===== src/rtl/mul_unit_seq_if.sv =====
`default_nettype none
// +--------------------------------------------------------------------------+
// | Module   : mul_unit_seq_if                                               |
// | Purpose  : Request/response bundle between the EX stage (master) and     |
// |            the iterative multiplier (slave).                             |
// | Signals  : Start, SignedOp, DataA, DataB  master -> slave (request)      |
// |            Busy, Done, Hi, Lo             slave -> master (status/result)|
// | Revision : 1.0 - initial release                                         |
// +--------------------------------------------------------------------------+
interface mul_unit_seq_if #(
  parameter int WIDTH = 32
);
  logic             Start;
  logic             SignedOp;
  logic [WIDTH-1:0] DataA;
  logic [WIDTH-1:0] DataB;
  logic             Busy;
  logic             Done;
  logic [WIDTH-1:0] Hi;
  logic [WIDTH-1:0] Lo;

  modport master (
    output Start, SignedOp, DataA, DataB,
    input  Busy, Done, Hi, Lo
  );

  modport slave (
    input  Start, SignedOp, DataA, DataB,
    output Busy, Done, Hi, Lo
  );
endinterface
`default_nettype wire


===== src/rtl/mul_unit_seq.sv =====
`default_nettype none
// +--------------------------------------------------------------------------+
// | Module   : mul_unit_seq                                                  |
// | Purpose  : Iterative shift-add MULT/MULTU unit for the EX stage. One     |
// |            partial-product step per clock, WIDTH steps per operation;    |
// |            the 2*WIDTH-bit product lands in the HI/LO registers.         |
// | Ports    : clk  - clock, rising edge                                     |
// |            rst  - asynchronous active-high reset                         |
// |            bus  - mul_unit_seq_if.slave                                  |
// |                   Start/SignedOp/DataA/DataB in, Busy/Done/Hi/Lo out     |
// | Revision : 1.0 - initial release                                         |
// +--------------------------------------------------------------------------+
module mul_unit_seq #(
  parameter int WIDTH = 32
) (
  input  logic          clk,
  input  logic          rst,
  mul_unit_seq_if.slave bus
);

  localparam int            CW        = $clog2(WIDTH + 1);
  localparam logic [CW-1:0] c_last    = CW'(WIDTH - 1);
  localparam logic [CW-1:0] c_cnt_one = CW'(1);

  typedef enum logic [1:0] {
    IDLE = 2'd0,
    RUN  = 2'd1,
    DONE = 2'd2
  } state_t;

  state_t             r_state;
  state_t             w_state_next;
  logic               w_busy;
  logic               w_done;

  logic [WIDTH-1:0]   r_mag_a;
  logic               r_neg;
  // Product/multiplier shift register. The architectural register carries
  // one extra top bit, but that bit is always zero once the shift has
  // consumed the carry, so it is not stored.
  logic [2*WIDTH-1:0] r_p;
  logic [CW-1:0]      r_cnt;
  logic [WIDTH-1:0]   r_hi;
  logic [WIDTH-1:0]   r_lo;

  logic               w_load;
  logic               w_last;
  logic [WIDTH-1:0]   w_mag_a;
  logic [WIDTH-1:0]   w_mag_b;
  logic               w_neg;
  logic [WIDTH-1:0]   w_addend;
  logic [WIDTH:0]     w_sum;
  logic [2*WIDTH-1:0] w_p_next;
  logic [2*WIDTH-1:0] w_result;

  // A request is only honoured outside RUN; during RUN it is dropped.
  assign w_load = bus.Start && (r_state != RUN);
  assign w_last = (r_cnt == c_last);

  // Magnitudes: negating the most negative value yields 2^(WIDTH-1), which
  // is still correct when read as an unsigned WIDTH-bit magnitude.
  assign w_mag_a = (bus.SignedOp && bus.DataA[WIDTH-1]) ? -bus.DataA : bus.DataA;
  assign w_mag_b = (bus.SignedOp && bus.DataB[WIDTH-1]) ? -bus.DataB : bus.DataB;
  assign w_neg   = bus.SignedOp && (bus.DataA[WIDTH-1] ^ bus.DataB[WIDTH-1]);

  // One shift-add step: conditional add into the upper half keeping the
  // carry, then shift right with that carry entering at the top.
  assign w_addend = r_p[0] ? r_mag_a : '0;
  assign w_sum    = {1'b0, r_p[2*WIDTH-1:WIDTH]} + {1'b0, w_addend};
  assign w_p_next = {w_sum, r_p[WIDTH-1:1]};
  assign w_result = r_neg ? -w_p_next : w_p_next;

  // ---------------------------------------------------------------- FSM
  always_ff @(posedge clk or posedge rst) begin
    if (rst) begin
      r_state <= IDLE;
    end else begin
      r_state <= w_state_next;
    end
  end

  always_comb begin
    w_state_next = r_state;
    w_busy       = 1'b0;
    w_done       = 1'b0;
    case (r_state)
      IDLE: begin
        if (bus.Start) w_state_next = RUN;
      end
      RUN: begin
        w_busy = 1'b1;
        if (w_last) w_state_next = DONE;
      end
      DONE: begin
        w_done       = 1'b1;
        w_state_next = bus.Start ? RUN : IDLE;
      end
      default: begin
        w_state_next = IDLE;
      end
    endcase
  end

  // ----------------------------------------------------------- datapath
  always_ff @(posedge clk or posedge rst) begin
    if (rst) begin
      r_mag_a <= '0;
      r_neg   <= 1'b0;
      r_p     <= '0;
      r_cnt   <= '0;
      r_hi    <= '0;
      r_lo    <= '0;
    end else if (w_load) begin
      r_mag_a <= w_mag_a;
      r_neg   <= w_neg;
      r_p     <= {{WIDTH{1'b0}}, w_mag_b};
      r_cnt   <= '0;
    end else if (r_state == RUN) begin
      r_p   <= w_p_next;
      r_cnt <= r_cnt + c_cnt_one;
      // HI/LO only ever see the finished, sign-corrected product.
      if (w_last) begin
        r_hi <= w_result[2*WIDTH-1:WIDTH];
        r_lo <= w_result[WIDTH-1:0];
      end
    end
  end

  assign bus.Busy = w_busy;
  assign bus.Done = w_done;
  assign bus.Hi   = r_hi;
  assign bus.Lo   = r_lo;

endmodule
`default_nettype wire


===== src/flat_wrapper.sv =====
// flat-port wrapper written by rule: the top's interface ports become plain ports
module mul_unit_seq_flat 
#(
  parameter int WIDTH = 32
)
  (clk, rst, bus_Start, bus_SignedOp, bus_DataA, bus_DataB, bus_Busy, bus_Done, bus_Hi, bus_Lo);
  mul_unit_seq_if #(.WIDTH(WIDTH)) bus_i ();
  input  logic clk;
  input  logic rst;
  input wire logic [$bits(bus_i.Start)-1:0] bus_Start;
  input wire logic [$bits(bus_i.SignedOp)-1:0] bus_SignedOp;
  input wire logic [$bits(bus_i.DataA)-1:0] bus_DataA;
  input wire logic [$bits(bus_i.DataB)-1:0] bus_DataB;
  output wire logic [$bits(bus_i.Busy)-1:0] bus_Busy;
  output wire logic [$bits(bus_i.Done)-1:0] bus_Done;
  output wire logic [$bits(bus_i.Hi)-1:0] bus_Hi;
  output wire logic [$bits(bus_i.Lo)-1:0] bus_Lo;
  assign bus_i.Start = bus_Start;
  assign bus_i.SignedOp = bus_SignedOp;
  assign bus_i.DataA = bus_DataA;
  assign bus_i.DataB = bus_DataB;
  assign bus_Busy = bus_i.Busy;
  assign bus_Done = bus_i.Done;
  assign bus_Hi = bus_i.Hi;
  assign bus_Lo = bus_i.Lo;
  mul_unit_seq #(.WIDTH(WIDTH)) u_core (.clk(clk), .rst(rst), .bus(bus_i));
endmodule

===== config.mk =====
export PLATFORM = sky130hd
export DESIGN_NAME = mul_unit_seq_flat
export DESIGN_NICKNAME = d
export VERILOG_FILES = /design/src/rtl/mul_unit_seq_if.sv /design/src/rtl/mul_unit_seq.sv /design/src/flat_wrapper.sv
export SDC_FILE = /design/constraint.sdc
export NUM_CORES = 1
export LEC_CHECK = 0
export CORE_ASPECT_RATIO = 1.1
export CORE_MARGIN = 3
export CORE_UTILIZATION = 40
export DETAILED_ROUTE_END_ITERATION = 10
export SETUP_SLACK_MARGIN = 0.02
export SLEW_MARGIN = 20
export SYNTH_ARGS = -nofsm -noshare
export SYNTH_HDL_FRONTEND = slang
export SYNTH_SLANG_ARGS = --single-unit

===== constraint.sdc =====
create_clock -name clk -period 7.1 [get_ports clk]
set_input_delay 1.42 -clock clk [delete_from_list [all_inputs] [get_ports clk]]
set_output_delay 1.42 -clock clk [all_outputs]
set_load 0.05 [all_outputs]

Word-level counts from Yosys, hierarchy flattened. Index checks and enable logic that the tools add are counted.

Bits in latches: 0. Bits in read-only memories: 0. Bits in writable memories: 0. Memories kept: 0. Bits of input ports: 68. Flip-flop bits (word level): 169. Logic and storage cells: 42.

Reductions and logical operators: 8. $mul: 0. Bitwise logic cells: 2. Divide/modulo/power cells: 0. Shift-type cells: 0. $add $sub $neg: 5. Equality and inequality tests: 6. Mux-type cells: 14. $lt $le $gt $ge: 0.

Operators by type and width (count): $mux 64 (3); $mux 32 (3); $neg 32->32 (2); $neg 64->64 (1); $add 32x32->33 (1); $mux 6 (2); $add 6x1->6 const B (1); $eq 6x5->1 const B (1); $pmux 2 s3 (1); $logic_and 1x1->1 (4); $mux 2 (2); $ne 2x1->1 const B (2); $mux 1 (3); $reduce_and 3->1 (1); $eq 2x1->1 const B (1); $eq 2x2->1 const B (1); $logic_not 2->1 (1); $ne 2x2->1 const B (1); $reduce_and 2->1 (1); $reduce_bool 2->1 (1); $not 1->1 (1); $xor 1x1->1 (1).

Logic depth before layout (Yosys ltp).
Depth after elaboration: 4. Mapped depth: 15.

Worst setup path after synthesis. Ideal clock, no wire load.

Path kind: reg2reg. From: register u_core.r_p[0]. To: register u_core.r_hi[27], in the netlist u_core.bus.Hi[27]. Library setup time: 0.132 ns. Period minus slack after synthesis: 4.508 ns. Required time: 6.968 ns. Path slack: 2.592 ns. Stages on the path, launching flop included: 16. Arrival: 4.376 ns. Cell sequence: dfrtp_1 > clkbuf_1 > and2_1 > ha_1 > fa_1 > a211oi_1 > o21a_1 > xnor2_1 > a2111oi_0 > o2111ai_1 > or4_4 > or4b_1 > buf_2 > o41ai_2 > xor2_1 > o21ai_1.

Cells in the longest elaborated chain, start to end: 4.

Ends and longest elaborated chain: from (decl) (line mul_unit_seq.sv:41) `logic [2*WIDTH-1:0] r_p;`; from (signal assigned) (line mul_unit_seq.sv:116) `r_p <= {{WIDTH{1'b0}}, w_mag_b};`; from (signal assigned) (line mul_unit_seq.sv:119) `r_p <= w_p_next;`; $mux 32 * (line mul_unit_seq.sv:68) `assign w_addend = r_p[0] ? r_mag_a : '0;`; $add 32x32->33 * (line mul_unit_seq.sv:69) `assign w_sum = {1'b0, r_p[2*WIDTH-1:WIDTH]} + {1'b0, w_addend};`; $neg 64->64 (line mul_unit_seq.sv:71) `assign w_result = r_neg ? -w_p_next : w_p_next;`; $mux 64 * (line mul_unit_seq.sv:71); to (signal assigned) (line mul_unit_seq.sv:123) `r_hi <= w_result[2*WIDTH-1:WIDTH];`; to (decl) (line mul_unit_seq.sv:43) `logic [WIDTH-1:0] r_hi;`.

Mark *: on every way between the ends. The rest lies on a longest branch, timed or not. A chain may end at the register's enable or synchronous reset.

Worst setup path after layout.
From: register u_core.r_p[0]. To: register u_core.r_hi[30], in the netlist u_core.bus.Hi[30].

Same word-level chain as after synthesis.

==> results by group <==
Synthesis
  – Average size of a mapped cell: 8.16 µm²
  – Synth Area in Simple Gates: around a fifth
  – Mux cell area share after synthesis: 0.573%
  – Syn Inst Count: between 1,000 and 1,500
  – Yosys reg bits: about 170
  – Synth Area in Compound Gates: between 20% and 30%
  – Post-Syn Area: approximately 11,000 µm²
  – Largest family of logic cells by synthesized area: compound AO/OA/AOI/OAI gates
  – Share of the synthesized area in the top cell type: between 30% and 40%
  – Synth Warn #: 0
  – Top-count cell post-synth: nand2_1
  – Top post-synthesis cells by area: dfrtp_1 (37%), nand2_1 (6.3%), xor2_1 (5.9%)
  – Post-synthesis xor/xnor area fraction: 10.6%
  – Post-synth cell types: 68
  – Sequential area share after synthesis: ~37%
  – Synth Flop Type: dfrtp_1
  – Fraction of the mapped netlist area in adder cells: under 10%
  – Post-synth ARST share: 100%
  – Total nets after synthesis: around 1,500
  – Synth cell count leaders: nand2_1 (192), dfrtp_1 (169), o21ai_0 (123)
  – Synth area leader: dfrtp_1
  – Post-synth EDFFs: 0

Clock tree
  – H-tree depth: 4
  – Post-CTS sizing: 0
  – TritonCTS clock tree: built
  – Post-CTS Setup Inserts: 0
  – # clock sinks: between 150 and 200
  – Max clock buf depth: 2
  – Worst skew pair latency: roughly 0.44 ns
  – Clock Pin Slew Worst Setup and Hold Paths: around 0.07 ns
  – Clock root buffer: clkbuf_16
  – Hold Buf Count CTS: 0
  – Num CTS Buffers: 17

Placed design
  – RD Place Congestion: 0.913
  – IO buf count: between 100 and 150
  – Setup WS pre-CTS: ~1.8 ns
  – Detailed Place HPWL: between 20 and 25 mm
  – Placed cell areas: roughly 13,000 µm²

STA
  – Setup_tns: 0 ns
  – Clk_skew: between 0.01 and 0.015 ns
  – Final min period: 5.37 ns
  – F_max: about 190 MHz
  – Period utilization: between 70% and 80%
  – Worst-Margin Slew: 0.934 ns
  – Max-slew violation total from the final report: 0
  – Final setup fails: 0
  – Final WS setup: 1.73 ns
  – RSZ-0062 raised after global routing: no
  – Worst slew margin: between 30% and 40%
  – Final Hold Fails: 0

Cells and area
  – Multi-input logic area: 6750 µm²
  – Layout cells sized above 1: 5.32%
  – Register area: 4230 µm²
  – Total Nets Final: approximately 1,600
  – Fillers: between 2,000 and 3,000
  – Layout area overhead: 19.1%
  – # diodes: 0
  – Fin area: between 10,000 and 15,000 µm²

Floorplanning
  – Die Footprint: 30,500 µm²
  – Die H: 183 µm
  – Starting Density: around two fifths
  – Die Wd: 167 µm
  – Core area: approximately 28,000 µm²
  – FP Rows: between 60 and 70
  – I/O pins: 134

Worst setup path
  – Worst EP required: ~7.4 ns
  – Top delay family on crit path: compound AO/OA/AOI/OAI gates
  – Crit Path Class: reg -> reg
  – Critical-path cell list: and2_1 > ha_1 > fa_1 > a211oi_1 > o21a_1 > xnor2_1 > a2111oi_0 > o2111ai_1 > or4_4 > or4b_1 > o41ai_2 > xor2_1 > o21ai_1
  – Critical path endpoint category: register
  – Worst path slowest cell: a2111oi_0
  – Peak per-stage delay on the critical path: around 0.72 ns
  – Worst Reg-to-Reg Cells: 13
  – Worst-path fanout max: 33
  – CP startpoint kind: register
  – Flop2flop setup slack: between 1.5 and 2 ns
  – Arr. time, crit path: 5.65 ns
  – RR Startpoint: u_core.r_p[0]
  – Buf+Inv Stages, Crit Path: 0
  – Reg2reg end: u_core.bus.Hi[30]

Global route
  – Vias in the first global route: 9,783
  – Global-route wire length before repair: between 50 and 60 mm
  – Initial antenna violation count: 0
  – Global route overflow: 0
  – Total global-route track usage: 21.4%
  – Pin count of the biggest net entering global routing: 110

Min path
  – Worst Hold Launch: u_core.bus.Hi[0]
  – Hold Path Cell Cnt: 2
  – Hold Path Sink: u_core.bus.Hi[0]
  – Hold WC Path Type: reg -> reg

Pwr
  – Pleak: approximately 5.4 nW
  – Worst VDD drop: ~0.26 mV
  – Power density over the cells: around 510 nW/µm²

Detailed routing
  – Detailed-router iteration count before antenna repair: 5
  – Routed WL: 32.4 mm
  – DR DRC count: 0
  – Drt wl/cell: ~18 µm
  – Routed Antenna Nets: 0
  – Vias per Instance: about 5.5
  – Vias: 10,193
  – First DRT Iteration DRCs: 706

Run status
  – Status: completed

Flow run
  – # Max-Cap Violations: 0
## cell families after synthesis
logic type,count (synthesis)
and+or+nand+nor,498
AOI/OAI and AO/OA,440
xor gates and xnor gates,137
adders and majority gates,37
DFF,169
buffers and inverters,105
muxes,6
## worst max path at each step
stage | to | startpoint | cells after the start
detailed placement | u_core.bus.Hi[27] | u_core.r_p[0] | 13
CTS | u_core.bus.Hi[30] | u_core.r_p[0] | 13
finish | u_core.bus.Hi[30] | u_core.r_p[0] | 13
global placement | u_core.bus.Hi[27] | u_core.r_p[0] | 13
global route | u_core.bus.Hi[30] | u_core.r_p[0] | 13
floorplan | u_core.bus.Hi[0] | rst | 1
## registers in the layout, summed over array words and instances, names as in the netlist
name            flops
u_core.bus.Lo      32
u_core.r_mag_a     32
u_core.r_state      2
u_core.bus.Hi      32
u_core.r_p         64
u_core.r_cnt        6
u_core.r_neg        1
## stage by stage
step	instances	utilization, %	hold WS (ns)	power (mW)
after floorplan	1392	-	0.466	4.73
after global placement	1815	46.4	0.463	5.93
after detailed placement	1815	46.4	0.471	5.97
after CTS	1847	48.6	0.486	6.98
after global routing	1847	48.6	0.503	7.51
final	1847	48.6	0.482	6.93
## final cells by class
| class | count | area share [%] |
|---|---|---|
| Timing Repair Buffer | 142 | 10.3 |
| Sequential cell | 169 | 31.3 |
| Clock inverter | 13 | 1.14 |
| Clock buffer | 19 | 3.35 |
| Inverter | 23 | 0.675 |
| Tap cell | 363 | 3.36 |
| Multi-Input combinational cell | 1118 | 49.9 |
## placed cells by master (no fill, tap or decap), drive strengths merged, types with 5 or more instances in the layout
cell type | synthesis | routed
nand2 | 192 | 192
xor2 | 77 | 77
or2 | 12 | 12
o21a | 11 | 11
clkdlybuf4s50 | 0 | 133
o2111ai | 5 | 5
o211ai | 17 | 17
o21ai | 208 | 208
buf | 8 | 9
clkbuf | 74 | 19
nand4 | 15 | 15
nand2b | 7 | 7
inv | 22 | 30
nor2b | 6 | 6
or3 | 19 | 19
ha | 36 | 36
nor3 | 26 | 26
nor4 | 10 | 10
dfrtp | 169 | 169
a211oi | 6 | 6
o41ai | 12 | 12
and2 | 42 | 42
a21oi | 109 | 109
xnor2 | 60 | 60
nand3 | 37 | 37
or4 | 15 | 15
a31oi | 5 | 5
nor2 | 96 | 96
o31ai | 30 | 30
a21o | 10 | 10
## where the power goes
| part | switching, mW | total [mW] | internal (mW) |
|---|---|---|---|
| Clock | 0.443 | 0.991 | 0.549 |
| Sequential | 0.401 | 1.80 | 1.40 |
| Combinational | 2.63 | 4.14 | 1.51 |
| Total | 3.47 | 6.93 | 3.46 |
## worst reg2reg max path: stages, from the launching register on
cell       delay (ns)
dfrtp_1          0.67
and2_1           0.29
ha_1             0.21
fa_1             0.44
a211oi_1         0.47
o21a_1           0.23
xnor2_1          0.12
a2111oi_0        0.72
o2111ai_1        0.36
or4_4            0.54
or4b_1           0.65
o41ai_2          0.29
xor2_1           0.18
o21ai_1          0.07
## routing by layer
layer	wire length [µm]	vias to the layer above	global-route usage (%)
li1	-	5106	-
met1	14900	4826	29.4
met2	15800	230	36.2
met3	1360	31	3.19
met4	435	0	4.65
met5	0	-	0
Note: power is estimated with default switching activity, not from simulation.
